$ cat config.mk
export PLATFORM = sky130hd
export DESIGN_NAME = col_feeder
export DESIGN_NICKNAME = d
export VERILOG_FILES = /design/src/rtl/col_feeder.sv
export SDC_FILE = /design/constraint.sdc
export NUM_CORES = 1
export LEC_CHECK = 0
export ABC_AREA = 1
export CAP_MARGIN = 30
export CORE_AREA = 5 5 119 98
export DETAILED_ROUTE_END_ITERATION = 10
export DIE_AREA = 0 0 124 103
export SKIP_CTS_REPAIR_TIMING = 1
export SLEW_MARGIN = 20
export SYNTH_ARGS = -nofsm -noshare
export SYNTH_HDL_FRONTEND = slang
export SYNTH_SLANG_ARGS = --single-unit
$ cat constraint.sdc
create_clock -name clk -period 4.7 [get_ports clk]
set_clock_uncertainty 0.1 [all_clocks]
set_input_delay 0.94 -clock clk [delete_from_list [all_inputs] [get_ports clk]]
set_output_delay 0.94 -clock clk [all_outputs]
set_load 0.02 [all_outputs]
$ cat src/rtl/col_feeder.sv
// col_feeder: serialises reset/load/multiply command sequences into the column word stream.
// Optional COL_FEEDER_STALL_CNT_EN adds a saturating count of multiply-stream bubble cycles.
module col_feeder #(
  parameter int NB   = 17,
  parameter int NID  = 7,
  parameter int ROWS = 16
) (
  input  logic            clk,
  input  logic            rstn,
  input  logic            cmd_valid,
  output logic            cmd_ready,
  input  logic [1:0]      cmd_op,
  input  logic [ROWS-1:0] w_vec,
  input  logic [15:0]     n_beats,
  input  logic            bias_valid,
  output logic            bias_ready,
  input  logic [15:0]     bias_in,
  output logic [NB-1:0]   B_out,
  output logic            done
`ifdef COL_FEEDER_STALL_CNT_EN
  ,
  output logic [15:0]     stall_cnt
`endif
);
  typedef enum logic [2:0] {IDLE, RST, LCMD, LWGT, MCMD, MSTR, MEND} state_t;
  state_t          state_q;
  logic [NID-1:0]  idx_q;
  logic [ROWS-1:0] w_q;
  logic [15:0]     cnt_q;
  logic [NB-1:0]   b_q;
  logic            done_q;

  function automatic logic [NB-1:0] ctl(input logic [2:0] c);
    return {1'b1, {(NB-5){1'b0}}, c, 1'b0};
  endfunction

  function automatic logic [NB-1:0] wgt(input logic [NID-1:0] i, input logic w);
    return {1'b1, {(NB-NID-5){1'b0}}, i, 3'b000, w};
  endfunction

  assign cmd_ready  = state_q == IDLE;
  // MSTR lingers one cycle with cnt_q==0 while the last beat is on B_out
  assign bias_ready = state_q == MSTR && cnt_q != '0;
  assign B_out      = b_q;
  assign done       = done_q;

  always_ff @(posedge clk or negedge rstn) begin
    if (!rstn) begin
      state_q <= IDLE;
      idx_q   <= '0;
      w_q     <= '0;
      cnt_q   <= '0;
      b_q     <= '0;
      done_q  <= 1'b0;
    end else begin
      b_q    <= '0;
      done_q <= 1'b0;
      case (state_q)
        IDLE: if (cmd_valid) begin
          w_q   <= w_vec;
          cnt_q <= n_beats;
          case (cmd_op)
            2'b00: begin state_q <= RST; b_q <= ctl(3'd1); done_q <= 1'b1; end
            2'b01: begin state_q <= LCMD; b_q <= ctl(3'd4); end
            2'b10: begin state_q <= n_beats == '0 ? MCMD : MSTR; b_q <= ctl(3'd5); end
            default: ;
          endcase
        end
        // weights leave deepest row first; w_q shifts so its MSB is always the row on deck
        LCMD: begin
          state_q <= LWGT;
          idx_q   <= NID'(ROWS-1);
          b_q     <= wgt(NID'(ROWS-1), w_q[ROWS-1]);
          w_q     <= w_q << 1;
          done_q  <= ROWS == 1;
        end
        LWGT: if (idx_q == '0) state_q <= IDLE;
        else begin
          idx_q  <= idx_q - NID'(1);
          b_q    <= wgt(idx_q - NID'(1), w_q[ROWS-1]);
          w_q    <= w_q << 1;
          done_q <= idx_q == NID'(1);
        end
        MCMD: begin state_q <= MEND; b_q <= ctl(3'd2); done_q <= 1'b1; end
        MSTR: if (cnt_q == '0) begin
          state_q <= MEND;
          b_q     <= ctl(3'd2);
          done_q  <= 1'b1;
        end else if (bias_valid) begin
          b_q   <= {{(NB-16){1'b0}}, bias_in};
          cnt_q <= cnt_q - 16'd1;
        end
        default: state_q <= IDLE;
      endcase
    end
  end

`ifdef COL_FEEDER_STALL_CNT_EN
  logic [15:0] stall_q;
  always_ff @(posedge clk or negedge rstn) begin
    if (!rstn) stall_q <= '0;
    else if (cmd_ready && cmd_valid && cmd_op == 2'b10) stall_q <= '0;
    else if (bias_ready && !bias_valid && stall_q != 16'hFFFF) stall_q <= stall_q + 16'd1;
  end
  assign stall_cnt = stall_q;
`endif
endmodule

* After elaboration in Yosys (flattened, before gate mapping)
Index checks and enable logic that the tools add are counted.
** Cells by class
- $add $sub $neg :: 2
- Equal/unequal tests :: 14
- Muxes and demuxes :: 26
- Reduce and logical (&&, ||, !) cells :: 14
** Operators with widths (number)
- $mux W16 :: 6
- $pmux W17 S5 :: 1
- $mux W17 :: 3
- $pmux W17 S3 :: 1
- $pmux W16 S3 :: 1
- $logic_not A16 Y1 :: 2
- $pmux W16 S2 :: 1
- $reduce_bool A16 Y1 :: 1
- $sub A16 B1 Y16 const B :: 1
- $pmux W3 S5 :: 1
- $pmux W7 S2 :: 1
- $ne A2 B2 Y1 const B :: 5
- $mux W3 :: 3
- $pmux W3 S3 :: 1
- $reduce_and A4 Y1 :: 2
- $eq A7 B1 Y1 const B :: 1
- $logic_not A7 Y1 :: 1
- $mux W7 :: 1
- $sub A7 B1 Y7 const B :: 1
- $eq A3 B2 Y1 const B :: 2
- $eq A3 B3 Y1 const B :: 2
- $mux W1 :: 5
- $ne A4 B1 Y1 const B :: 1
- $pmux W1 S4 :: 1
- other kinds (10) :: 11
** Storage, ports and cells
- Register bits after elaboration :: 60
- Bits of input ports :: 54
- Output and inout port bits :: 20

* Longest topological paths before layout
Gate-level depths: netlist of run 1.
- Depth after elaboration :: 5
- Depth in mapped cells :: 11
- Gate-level depth less buffers :: 11

* Worst setup path before layout of run 1
No wires, ideal clock.
- Kind :: reg2out
- Start :: register cnt_q[0]
- End :: output port bias_ready
- Arrival :: 1.271 ns
- Setup slack :: 2.389 ns
- Cell stages (with the launch flop) :: 8
- Path through :: dfrtp_1 -> inv_1 -> ha_1 -> nand2_1 -> nor2_4 -> nand2_2 -> nand2_2 -> inv_2
** Between the ends
- Cells in the longest elaborated chain, start to end :: 2
** RTL lines
- from (decl) :: line 29 : logic [15:0] cnt_q;
- from (signal assigned) :: line 61 : cnt_q <= n_beats;
- from (signal assigned) :: line 91 : cnt_q <= cnt_q - 16'd1;
- $reduce_bool A16 Y1 :: line 43 : assign bias_ready = state_q == MSTR && cnt_q != '0;
- $logic_and A1 B1 Y1 :: line 43
- to (decl) :: line 16 : output logic bias_ready,
No other way between the ends.

* Worst setup path after layout of run 1
Same ends and word-level chain as after synthesis.

==> results_dict.tcl, run 1 <==
set metrics [dict create \
    syn_area_um2 3528 \
    wl_per_cell_um 12.98 \
    syn2layout_area_growth_pct 30.78 \
    portBuffers 73 \
    drv_cap 0 \
    clk_latency_ns 0.32 \
    p_sw_frac 0.4267 \
    clock-root-buffer "clkbuf_16" \
    synth.distinct_cells 33 \
    pwr-share-clk 0.216 \
    boundaryPins 74 \
    clock_sinks 60 \
    gp_congestion 0.8709 \
    drive_gt1_frac 0.1028 \
    dr.pass1.iters 4 \
    grtUsageTotal 0.1502 \
    grt_pass1_vias 3142 \
    min_period_over_period 0.7277 \
    hold_viol 0 \
    p_int_mw 1.526 \
    num_antenna_cells 0 \
    path_clk_slew_ns 0.05 \
    synthFlopType "dfrtp_1" \
    synth_top_area_cell "dfrtp_1" \
    p_leak_nw 2.180 \
    ys_seq_area_frac 0.4255 \
    die_h_um 103 \
    row_count 34 \
    antenna_found_initial 0 \
    ys_ff_latch 60 \
    cp.required_ns 3.66 \
    slew_violations 0 \
    cts_max_level 3 \
    drtAntennaViolNets 0 \
    syn_area_per_cell_um2 7.507 \
    powerDensity_nw_per_um2 576.8 \
    critPathCaptureType "output port" \
    rsz0062_at_grt "no" \
    power_frac_seq 0.328 \
    yosys-top-cells-count "nand2_1, dfrtp_1, inv_1, nor2_1, nand3_1" \
    cts_buffers 9 \
    synth_top_area_frac 0.4255 \
    yosysMostFrequentCell "nand2_1" \
    dieArea_um2 12770 \
    max_slew_margin 0.5641 \
    cts_tree "yes" \
    routed-via-count 3183 \
    hpwl_mm 6.680 \
    combPwrFrac 0.456 \
    die_w_um 124 \
    drc 0 \
    async_reset_ff_frac 1.000 \
    coreArea_um2 10510 \
    dp_cells 675 \
    ys.warnings.count 0 \
    drtIter0Drc 206 \
    period_needed_ns 3.420 \
    viasPerCell 4.620 \
    synth_edf_count 0 \
    startpoint_type "flop" \
    start_util 0.3358 \
    worstMarginPinSlew_ns 0.6523 \
    grt_pass1_wl_mm 15.10 \
    worstPathMaxFanout 10 \
    drt-total-wl_mm 8.940 \
    grt_max_degree 38 \
    finalSetupTns_ns 0 \
    setup_viol 0 \
    hp-class "reg2reg" \
    path_class "reg2out" \
    status "finished clean" \
    max_clock_freq_mhz 292.4 \
    finalNonFillerCells 689 \
    ys_top_cells_by_area "dfrtp_1, nand2_1, nand3_1" \
    synth_cells 470 \
    finalNetCount 605 \
    switchingPower_mw 1.136 \
    cts_buffer_depth 2 \
    grt_overflow 0 \
    synthesis.nets 533 \
    ir_drop_uv 204.4 \
    arrival_ns 2.38 \
]
-- per-stage QoR --
stage	util	power, mW	hold WS (ns)	cell area, um2	setup WS [ns]
detailed placement	0.4146	2.091	0.4075	4357	1.631
global placement	0.4146	2.064	0.4001	4357	1.735
finish	0.4392	2.662	0.4140	4614	1.280
CTS	0.4392	2.685	0.4230	4614	1.269
global route	0.4392	2.904	0.4420	4614	1.111
floorplan	-	1.782	0.3834	3528	2.389
-- per-layer routing --
layer  part of all wire  up-vias  GRT usage  wire length (um)
li1                   -     1640          -                 -
met1               0.49     1465     0.2075              4398
met2               0.44       70     0.2335              3967
met3              0.055        8    0.04388               490
met4             0.0094        0    0.03535                84
met5                  0        -          0                 0
-- state kept, by name, indices dropped and copies added, names as in the netlist --
register  count
B_out        17
cnt_q        16
done          1
idx_q         7
state_q       3
w_q          16
-- worst paths after layout --
kind / from / endpoint / slack, ns / cells after the start
min: w_q[0]$_DFFE_PN0P_ / w_q[0]$_DFFE_PN0P_ / 0.41 / 2
min reg2reg: w_q[0]$_DFFE_PN0P_ / w_q[0]$_DFFE_PN0P_ / 0.41 / 2
max reg2reg: state_q[1]$_DFFE_PN0P_ / w_q[0]$_DFFE_PN0P_ / 2.73 / 8
max in group asynchronous: rstn / w_q[12]$_DFFE_PN0P_ / 3.09 / 2
max: cnt_q[0]$_DFFE_PN0P_ / bias_ready / 1.28 / 8
min in group asynchronous: rstn / cnt_q[15]$_DFFE_PN0P_ / 0.51 / 1
-- worst max-delay path, cell delays in order (launching register included) --
cell and delay (ns):
dfrtp_1 0.37, inv_1 0.11, ha_1 0.24, nand2_1 0.16, nor2_4 0.19, nand2_2 0.12
nand2_2 0.17, inv_2 0.13, clkdlybuf4s50_1 0.56
-- cell type report --
| type | count | area, um2 |
|---|---|---|
| clock buffer | 11 | 242.7 |
| clock inverter | 3 | 15.01 |
| fill | 1062 | 5893 |
| inverter | 57 | 219.0 |
| multi-input combinational | 340 | 1723 |
| sequential | 60 | 1501 |
| tap | 144 | 180.2 |
| timing repair buffer | 74 | 733.2 |
-- power by group through the flow --
stage | combinational (mW) | clock (mW) | sequential, mW
final | 1.21 | 0.576 | 0.874
after global routing | 1.40 | 0.611 | 0.897
after CTS | 1.22 | 0.591 | 0.871
after detailed placement | 1.21 | 0 | 0.876
after global placement | 1.19 | 0 | 0.872
after floorplan | 0.899 | 0 | 0.883
-- cell families after synthesis --
logic type	Yosys count	share of synthesized area
xor+xnor	4	0.009928
fa+ha+maj	9	0.03192
flops	60	0.4255
compound gates	75	0.1156
buf+inv	70	0.08617
simple gates	252	0.3309
-- placed cells by master, fill, tap and decap left out, types with 2 or more instances in the layout --
cell type / n
clkinv_2: 3
o21ai_0: 32
nand4_1: 4
nand2_1: 131
o31ai_1: 2
clkdlybuf4s50_1: 72
nand3_1: 42
nand2_2: 4
nor2_2: 8
inv_2: 7
clkbuf_16: 9
a21oi_1: 6
dfrtp_1: 60
nand2_4: 2
nor2_1: 44
o211ai_1: 2
xor2_1: 4
or2_2: 5
o21ai_2: 5
inv_1: 49
o21ai_1: 26
ha_1: 9
nor2_4: 6
(Power assumes the default switching activity.)
==> run 2: changes to the inputs <==
clock period = 2.82 ns   (was 4.7 ns; I/O delays follow)
==> results_dict.tcl, run 2 (synthesized netlist as in run 1, its figures left out) <==
set metrics [dict create \
    status "finished clean" \
    r2r-end "w_q[0]$_DFFE_PN0P_" \
    startpoint "state_q[2]$_DFFE_PN0P_" \
    path_clk_slew_ns 0.06 \
    start_util 0.3358 \
    dr.pass1.iters 4 \
    period_needed_ns 2.501 \
    finalNetCount 608 \
    gp_congestion 0.8736 \
    max_clock_freq_mhz 399.9 \
    ir_drop_uv 386.5 \
    critPathCaptureType "output port" \
    layout.cells.most_common "nand2_1" \
    worstMarginPinSlew_ns 0.6344 \
    antenna_found_initial 0 \
    routed-via-count 3301 \
    grtUsageTotal 0.1512 \
    grt_overflow 0 \
    fillers 1052 \
    drive_gt1_frac 0.1109 \
    grt_pass1_wl_mm 15.10 \
    clk_latency_ns 0.33 \
    cts_buffers 9 \
    portBuffers 73 \
    boundaryPins 74 \
    hold_viol 0 \
    regToRegStartpoint "state_q[1]$_DFFE_PN0P_" \
    powerDensity_nw_per_um2 1008 \
    max_slew_margin 0.5761 \
    r2r_cells 8 \
    coreArea_um2 10510 \
    drtIter0Drc 165 \
    dieArea_um2 12770 \
    cts_max_level 3 \
    holdWs_ns 0.1347 \
    slew_violations 0 \
    largest_reg_flops 17 \
    rsz0062_at_grt "no" \
    row_count 34 \
    p_leak_nw 2.259 \
    rrSetupSlack_ns 0.83 \
    startpoint_type "flop" \
    dpl_cell_area_um2 4392 \
    drtAntennaViolNets 0 \
    drt-total-wl_mm 9.201 \
    cts_buffer_depth 2 \
    drc 0 \
    setup_viol 0 \
    hp-class "in2async" \
    wl_per_cell_um 13.26 \
    slowest_stage "clkdlybuf4s50_1" \
    die_h_um 103 \
    grt_max_degree 61 \
    most-common-layout-cells "nand2_1, clkdlybuf4s50_1, dfrtp_1" \
    cts_tree "yes" \
    worstPathMaxFanout 5 \
    layout_setup_ws_ns 0.3194 \
    final_area_um2 4746 \
    num_antenna_cells 0 \
    min_period_over_period 0.8867 \
    arrival_ns 1.84 \
    drv_cap 0 \
    viasPerCell 4.756 \
    cp_cell_sequence "nor2_2, nand2_4, inv_1, clkdlybuf4s50_1" \
    clock-root-buffer "clkbuf_16" \
    dp_slack_ns 0.3531 \
    die_w_um 124 \
    clock_sinks 60 \
    cp.required_ns 2.16 \
    syn2layout_area_growth_pct 34.50 \
    path_class "reg2out" \
    grt_pass1_vias 3138 \
    hpwl_mm 6.623 \
    slowest_delay_ns 0.64 \
    final_core_util 0.4517 \
]
## run 2: cell type report
| cell class | instances | area (um2) | share of cell area |
|---|---|---|---|
| multi-input cells | 340 | 1723 | 0.3630 |
| flip-flops and latches | 60 | 1501 | 0.3164 |
| repair buffers | 77 | 770.7 | 0.1624 |
| clock buffers | 12 | 256.5 | 0.05405 |
| inverters | 57 | 219.0 | 0.04614 |
| well taps | 144 | 180.2 | 0.03796 |
| clock inverters | 4 | 95.09 | 0.02004 |
## run 2: worst max-delay path: cells and delay by family (launching register included)
family / cells / cell delay [ns]
buffers and inverters: 2 / 0.75
flip-flops: 1 / 0.43
AND/OR/NAND/NOR: 2 / 0.34
## run 2: worst max path at each step
stage,slack (ns),endpoint,cells after the start
3_3_place_gp,0.39,bias_ready,8
3_5_place_dp,0.35,bias_ready,8
6_report,0.32,cmd_ready,4
4_1_cts,-0.01,bias_ready,8
2_1_floorplan,0.88,bias_ready,7
5_1_grt,0.22,cmd_ready,4
## run 2: stage by stage
stage / cells / setup TNS (ns) / total power, mW
final: 694 / 0 / 4.782
after global routing: 694 / 0 / 5.200
after CTS: 694 / -0.009521 / 4.830
after detailed placement: 678 / 0 / 3.497
after global placement: 678 / 0 / 3.447
after floorplan: 470 / 0 / 2.971
## run 2: where the power goes
group / switching [mW] / total, mW / internal, mW
clock: 0.387 / 1.30 / 0.910
combinational: 1.30 / 2.04 / 0.734
sequential: 0.233 / 1.45 / 1.21
total: 1.92 / 4.78 / 2.86
## run 2: layer usage
| layer | routed length (um) | vias to the layer above | GRT usage |
|---|---|---|---|
| met5 | 0 | - | 0 |
| met4 | 255 | 0 | 0.06987 |
| met3 | 592 | 18 | 0.04608 |
| met1 | 4393 | 1547 | 0.2056 |
| met2 | 3960 | 93 | 0.2210 |
| li1 | - | 1643 | - |
==> run 3: changes to the inputs <==
HOLD_SLACK_MARGIN = 0.02   (was unset)
PLACE_DENSITY = 0.62   (was unset)
==> results_dict.tcl, run 3 (synthesized netlist as in run 1, its figures left out) <==
set metrics [dict create \
    clk_latency_ns 0.33 \
    gp_congestion 0.8481 \
    wl_met3_um 333 \
    arrival_ns 1.95 \
    wl_met2_mm 4.112 \
    min_period_over_period 0.9252 \
    top_layer "met4" \
    antenna_found_initial 0 \
    p_leak_nw 2.239 \
    die_h_um 103 \
    viasPerCell 4.605 \
    powerDensity_nw_per_um2 969.7 \
    num_antenna_cells 0 \
    dr.pass1.iters 5 \
    dieArea_um2 12770 \
    drc 0 \
    setup_viol 0 \
    max_slew_margin 0.6985 \
    path_class "reg2out" \
    hp-class "reg2reg" \
    final_area_um2 4705 \
    startpoint_type "flop" \
    grt_pass1_vias 3265 \
    rsz0062_at_grt "no" \
    worstPathMaxFanout 10 \
    cts_buffers 9 \
    most-common-layout-cells "nand2_1, clkdlybuf4s50_1, dfrtp_1" \
    syn2layout_area_growth_pct 33.33 \
    grt_overflow 0 \
    drive_gt1_frac 0.1121 \
    status "finished clean" \
    worstMarginPinSlew_ns 0.4516 \
    layout.cells.most_common "nand2_1" \
    drtAntennaViolNets 0 \
    die_w_um 124 \
    path_clk_slew_ns 0.06 \
    cts_buffer_depth 2 \
    max_clock_freq_mhz 383.3 \
    grtUsageTotal 0.1569 \
    finalSetupTns_ns 0 \
    ir_drop_uv 516.7 \
    grt_max_degree 39 \
    hpwl_mm 6.654 \
    cts_tree "yes" \
    drv_cap 0 \
    final_core_util 0.4477 \
    slew_violations 0 \
    cp.required_ns 2.16 \
    drt-total-wl_mm 9.108 \
    critPathCaptureType "output port" \
    clock-root-buffer "clkbuf_16" \
    clock_sinks 60 \
    start_util 0.3358 \
    coreArea_um2 10510 \
    wl_met1_mm 4.489 \
    period_needed_ns 2.609 \
    largest_reg_flops 17 \
    hold_viol 0 \
    finalNetCount 611 \
    dpl_cell_area_um2 4387 \
    boundaryPins 74 \
    drtIter0Drc 213 \
    wl_per_cell_um 13.07 \
    routed-via-count 3210 \
    cts_max_level 3 \
    portBuffers 73 \
    grt_pass1_wl_mm 15.70 \
    row_count 34 \
]
==> run 3: cell types whose count changed in the layout (fill, tap and decap cells not counted), sizes merged <==
cell,previous run,this run
clkinvlp,0,1
buf,5,7
bufinv,3,1
clkinv,1,3
dlygate4sd3,0,1
clkbuf,12,11
==> run 3: layout make-up <==
class,count,area [um2]
clock buffer,11,232.7
clock inverter,5,52.55
fill,1046,5803
inverter,57,219.0
multi-input combinational,340,1723
sequential,60,1501
tap,144,180.2
timing repair buffer,80,795.8
==> run 3: layer usage <==
metal  GRT usage  vias up
met5           0        -
met4     0.05808        0
met3     0.03346       13
met2      0.2418       71
met1      0.2175     1479
li1            -     1647
==> run 3: where the power goes <==
group          switching [mW]  internal, mW
logic                    1.30         0.747
registers               0.231          1.21
clock network           0.392         0.679
==> run 3: through the flow <==
step / hold slack [ns] / cells / power, mW / setup slack, ns
global placement: 0.3951 / 679 / 3.453 / 0.2841
CTS: 0.2984 / 695 / 4.605 / -0.1524
global route: 0.4341 / 697 / 4.994 / 0.04288
detailed placement: 0.4060 / 679 / 3.504 / 0.2074
finish: 0.4137 / 697 / 4.562 / 0.2109
floorplan: 0.1684 / 470 / 2.971 / 0.8848
==> run 3: critical path, cell delays in order, from the launching register on <==
cell	delay, ns
dfrtp_1	0.37
inv_1	0.11
ha_1	0.24
nand2_1	0.16
nor2_4	0.19
nand2_2	0.13
nand2_2	0.10
inv_2	0.10
dlymetal6s2s_1	0.22
==> run 3: final timing paths <==
| kind | startpoint | end | slack, ns | cells past startpoint |
|---|---|---|---|---|
| worst max-delay path | cnt_q[0]$_DFFE_PN0P_ | bias_ready | 0.21 | 8 |
| worst max register to register | cnt_q[0]$_DFFE_PN0P_ | cnt_q[12]$_DFFE_PN0P_ | 0.97 | 11 |
| max in group asynchronous | rstn | B_out[1]$_DFF_PN0_ | 1.44 | 4 |
| worst min register to register | w_q[8]$_DFFE_PN0P_ | w_q[8]$_DFFE_PN0P_ | 0.41 | 2 |
| worst min-delay path | w_q[8]$_DFFE_PN0P_ | w_q[8]$_DFFE_PN0P_ | 0.41 | 2 |
| min in group asynchronous | rstn | B_out[13]$_DFF_PN0_ | 0.54 | 2 |
